File: config.mk
export PLATFORM = sky130hd
export DESIGN_NAME = vending_machine_meal
export DESIGN_NICKNAME = d
export VERILOG_FILES = /design/src/rtl/vending_pkg.sv /design/src/rtl/vending_price_check.sv /design/src/rtl/vending_machine_meal.sv
export SDC_FILE = /design/constraint.sdc
export NUM_CORES = 1
export LEC_CHECK = 0
export BUFFER_PORTS_ARGS = -buffer_cell sky130_fd_sc_hd__buf_2
export CAP_MARGIN = 40
export CORE_MARGIN = 2
export CORE_UTILIZATION = 48
export DETAILED_ROUTE_END_ITERATION = 8
export PLACE_DENSITY = 0.83
export SETUP_SLACK_MARGIN = 0.05
export SYNTH_ARGS = -nofsm -noshare
export SYNTH_HDL_FRONTEND = slang
export SYNTH_SLANG_ARGS = --single-unit
File: constraint.sdc
create_clock -name clk -period 2.1 [get_ports clk]
set_input_delay 0.63 -clock clk [delete_from_list [all_inputs] [get_ports clk]]
set_output_delay 0.63 -clock clk [all_outputs]
set_load 0.05 [all_outputs]
File: src/rtl/vending_pkg.sv
// Shared types and defaults for the meal vending controller.
package vending_pkg;

    // Default bus width for cash, price, item and change.
    localparam int DATA_W_DEF    = 8;
    // Default code presented on dispensed_item after a successful vend.
    localparam int ITEM_CODE_DEF = 1;

    // Transaction FSM states.
    typedef enum logic [2:0] {
        IDLE   = 3'd0,
        EVAL   = 3'd1,
        VEND   = 3'd2,
        REFUND = 3'd3,
        DONE   = 3'd4
    } state_t;

    // Why a transaction ended in a refund.
    // This value is only meaningful when the price check reports not ok.
    typedef enum logic [1:0] {
        RSN_CANCEL   = 2'd0,
        RSN_NO_FUNDS = 2'd1,
        RSN_NO_STOCK = 2'd2
    } refund_reason_t;

endpackage

File: src/rtl/vending_price_check.sv
// Combinational affordability check: decides vend vs refund and computes change.
module vending_price_check
    import vending_pkg::*;
#(
    parameter int DATA_W = DATA_W_DEF
) (
    input  logic [DATA_W-1:0] cash,
    input  logic [DATA_W-1:0] price,
    input  logic              avail,
    output logic              ok,
    output logic [DATA_W-1:0] change,
    output logic [1:0]        reason
);

    refund_reason_t reason_t_val;

    // Stock is checked before funds, so an out-of-stock item is reported as such
    // even when the credit is also short. Change is zero whenever the vend is refused,
    // which keeps the subtraction from ever wrapping.
    always_comb begin
        ok           = 1'b0;
        change       = '0;
        reason_t_val = RSN_CANCEL;
        if (!avail) begin
            reason_t_val = RSN_NO_STOCK;
        end else if (cash < price) begin
            reason_t_val = RSN_NO_FUNDS;
        end else begin
            ok     = 1'b1;
            change = cash - price;
        end
    end

    assign reason = reason_t_val;

endmodule

File: src/rtl/vending_machine_meal.sv
// Single-item meal vending controller: evaluates credit against price and stock,
// then either vends with change or refunds the credit. The result sticks until reset.
//
// Request semantics: select_item and cancel are levels sampled on every rising edge
// while in IDLE. The first edge that sees either one accepts the request (cancel wins
// if both are high) and captures insert_cash/item_price/item_available; nothing is
// sampled again until reset, so a held level never retriggers and later input changes
// cannot disturb the transaction in flight.
module vending_machine_meal
    import vending_pkg::*;
#(
    parameter int                DATA_W    = DATA_W_DEF,
    parameter logic [DATA_W-1:0] ITEM_CODE = DATA_W'(ITEM_CODE_DEF)
) (
    input  logic              clk,
    input  logic              reset,
    input  logic [DATA_W-1:0] insert_cash,
    input  logic [DATA_W-1:0] item_price,
    input  logic              item_available,
    input  logic              select_item,
    input  logic              cancel,
    output logic [DATA_W-1:0] dispensed_item,
    output logic [DATA_W-1:0] dispensed_change,
    output logic              error,
    output logic [2:0]        dbg_state,
    output logic [1:0]        dbg_reason
);

    state_t            state;
    logic [DATA_W-1:0] cash_q;
    logic [DATA_W-1:0] price_q;
    logic              avail_q;
    logic              refund_err_q;
    refund_reason_t    reason_q;

    logic              chk_ok;
    logic [DATA_W-1:0] chk_change;
    logic [1:0]        chk_reason;

    // The check always looks at the captured values, never the live inputs.
    vending_price_check #(
        .DATA_W (DATA_W)
    ) u_price_check (
        .cash   (cash_q),
        .price  (price_q),
        .avail  (avail_q),
        .ok     (chk_ok),
        .change (chk_change),
        .reason (chk_reason)
    );

    // Transaction FSM with capture registers and registered outputs.
    always_ff @(posedge clk or posedge reset) begin
        if (reset) begin
            state            <= IDLE;
            cash_q           <= '0;
            price_q          <= '0;
            avail_q          <= 1'b0;
            refund_err_q     <= 1'b0;
            reason_q         <= RSN_CANCEL;
            dispensed_item   <= '0;
            dispensed_change <= '0;
            error            <= 1'b0;
        end else begin
            case (state)
                IDLE: begin
                    if (cancel) begin
                        cash_q       <= insert_cash;
                        refund_err_q <= 1'b0;
                        reason_q     <= RSN_CANCEL;
                        state        <= REFUND;
                    end else if (select_item) begin
                        cash_q  <= insert_cash;
                        price_q <= item_price;
                        avail_q <= item_available;
                        state   <= EVAL;
                    end
                end
                EVAL: begin
                    if (chk_ok) begin
                        state <= VEND;
                    end else begin
                        refund_err_q <= 1'b1;
                        reason_q     <= refund_reason_t'(chk_reason);
                        state        <= REFUND;
                    end
                end
                VEND: begin
                    dispensed_item   <= ITEM_CODE;
                    dispensed_change <= chk_change;
                    error            <= 1'b0;
                    state            <= DONE;
                end
                REFUND: begin
                    dispensed_item   <= '0;
                    dispensed_change <= cash_q;
                    error            <= refund_err_q;
                    state            <= DONE;
                end
                DONE: begin
                    state <= DONE;
                end
                default: begin
                    state <= IDLE;
                end
            endcase
        end
    end

    assign dbg_state  = state;
    assign dbg_reason = reason_q;

endmodule

==> impl_metrics.json <==
{
  "status": "finished, violations left",
  "violations": "design-rule violations, negative setup slack",
  "die_area_mm2": 0.004404,
  "antenna_found_initial": 0,
  "m1WireLength_um": 1816,
  "synth_seq_cells": 33,
  "first_iter_violations": 86,
  "crit_path_start_kind": "register",
  "final-setup-viol-count": 7,
  "period_share": 1.066,
  "ant_nets": 0,
  "drt-vias-per-instance": 5.375,
  "areaGrowthSynthToFinish_pct": 25.27,
  "cts_root_buf": "clkbuf_8",
  "via_count": 1548,
  "firstDrtPassIters": 8,
  "fin_crit_ns": 2.238,
  "die_w_um": 66.37,
  "cts_made_buffers": 5,
  "synthArstFlopShare": 1.000,
  "insertion_delay_ns": 0.29,
  "nets": 270,
  "ctsHtreeMaxLevel": 2,
  "synth_edf_count": 0,
  "crit_fanout": 6,
  "fmax_mhz": 446.8,
  "track_usage": 0.2069,
  "max_slew.worst_pin.slew_ns": 0.5611,
  "worst_slack_ns": -0.1379,
  "finalWirelength_um": 4106,
  "required_ns": 2.32,
  "drc": 1,
  "synth_flop_cell": "dfrtp_1",
  "cts_tree": "done",
  "crit_path_end_kind": "register",
  "finalWeightedCongestion": 0.8509,
  "maxSlewViolCount": 0,
  "clockBufferDepth": 2,
  "clk_pin_slew_ns": 0.07,
  "post-place-cells": 277,
  "routed.top_layer": "met4",
  "final_common_cell": "buf_2",
  "cp_slowest_cell": "or4_1",
  "io_pins": 43,
  "core_mm2": 0.003689,
  "holdCritPathClass": "in -> async",
  "cpLargestDelayFamily": "simple AND/OR/NAND/NOR gates",
  "final_cell_mix": "buf_2, dfrtp_1, nor2_1, a21oi_1",
  "grt_pass1_wl_um": 6789,
  "overflow": 0,
  "rsz0062_at_grt": "true",
  "grt_max_degree": 34,
  "portBuffers": 35,
  "cp_cell_sequence": "inv_2, ha_4, fa_2, nand2b_4, a211oi_4, o21ai_4, or4_1, a21oi_1",
  "syn_inst": 189,
  "ys_seq_area_frac": 0.4424,
  "wire_per_inst_um": 14.26,
  "dr_wl_met3_um": 202,
  "finClkSkew_ns": 0.005496,
  "critPathMaxStageDelay_ns": 0.48,
  "yosysWarningCount": 0,
  "start_util": 0.5061,
  "die_h_um": 66.37,
  "drv_cap": 0,
  "crit_buf_inv": 1,
  "pre_cts_ws_ns": -0.09653,
  "path_class": "reg -> reg",
  "fin_cells": 288,
  "grt_pass1_vias": 1541,
  "wl_met2_um": 1981,
  "post_synth.cell_area_avg_um2": 9.877,
  "hold_viol": 0,
  "arrival_ns": 2.46,
  "fin_hold_ws_ns": 0.4062,
  "antenna_cells": 0,
  "rows": 22,
  "place_hpwl_um": 2891,
  "layout-drive-gt1-share": 0.3958,
  "slew_headroom": 0.6259,
  "synth_cell_types": 43,
  "cts_sinks": 33,
  "syn_area_mm2": 0.001867
}
area by class of cell:
class	instances	area [um2]
fill	315	1350
clock buffer	7	86.33
timing repair buffer	52	310.3
inverter	12	45.04
multi-input combinational	136	1011
tap	48	60.06
sequential	33	825.8
flip-flops by register name (all words and copies together), names as in the netlist:
name	count
cash_q	8
refund_err_q	1
dispensed_change	8
dbg_reason	2
error	1
dbg_state	3
dispensed_item	1
price_q	8
avail_q	1
cell families after synthesis:
logic type,synth area share
other cells,0.002009
fa+ha+maj,0.06435
mux,0.09584
simple gates,0.1475
xor+xnor,0.004693
compound gates,0.1756
flops,0.4424
buf+inv,0.06769
layer usage:
metal,GRT usage,up-vias
met5,0,-
met4,0.07653,0
met3,0.06133,11
met2,0.3363,49
met1,0.2590,730
li1,-,758
Yosys cell counts, drive strengths merged, types with 3 or more instances:
cell,instances,area share
mux2,15,0.090
buf,9,0.034
dfrtp,33,0.44
clkbuf,5,0.010
inv,12,0.024
nor3,3,0.0080
or3,5,0.017
nand2b,5,0.017
o21ai,13,0.041
nor2,17,0.036
ha,8,0.054
a21oi,23,0.062
a211oi,3,0.019
nand2,11,0.022
what timing repair did:
item                       CTS  global route
setup endpoints to repair    8            12
hold buffers                 0             0
setup buffers                4             2
pin swaps                    6            13
resized for setup            5            10
stage by stage:
| step | TNS, ns | utilization | area (um2) |
|---|---|---|---|
| detailed placement | -0.2383 | 0.5838 | 2153 |
| floorplan | 0 | - | 1902 |
| finish | -0.4661 | 0.6340 | 2338 |
| global route | -1.054 | 0.6340 | 2338 |
| CTS | -0.1239 | 0.6225 | 2296 |
| global placement | 0 | 0.5838 | 2153 |
final timing paths:
| check | from | to | slack [ns] | depth (start not counted) |
|---|---|---|---|---|
| worst max register to register | cash_q[0]$_DFFE_PP0P_ | dispensed_change[6]$_DFFE_PP0P_ | -0.14 | 8 |
| worst min register to register | error$_DFFE_PP0P_ | error$_DFFE_PP0P_ | 0.46 | 2 |
| min in group clk | error$_DFFE_PP0P_ | error$_DFFE_PP0P_ | 0.46 | 2 |
| max in group asynchronous | reset | price_q[7]$_DFFE_PP0P_ | 1.38 | 3 |
| worst min-delay path | reset | dispensed_change[3]$_DFFE_PP0P_ | 0.41 | 3 |
| worst max-delay path | cash_q[0]$_DFFE_PP0P_ | dispensed_change[6]$_DFFE_PP0P_ | -0.14 | 8 |
worst min-delay path, stage by stage:
cell and delay [ns]:
buf_2 0.09, inv_1 0.04, buf_4 0.35
Power is left out: the tool's default activity adds up to more than one toggle a clock period on the data nets, which glitch-free logic cannot reach.
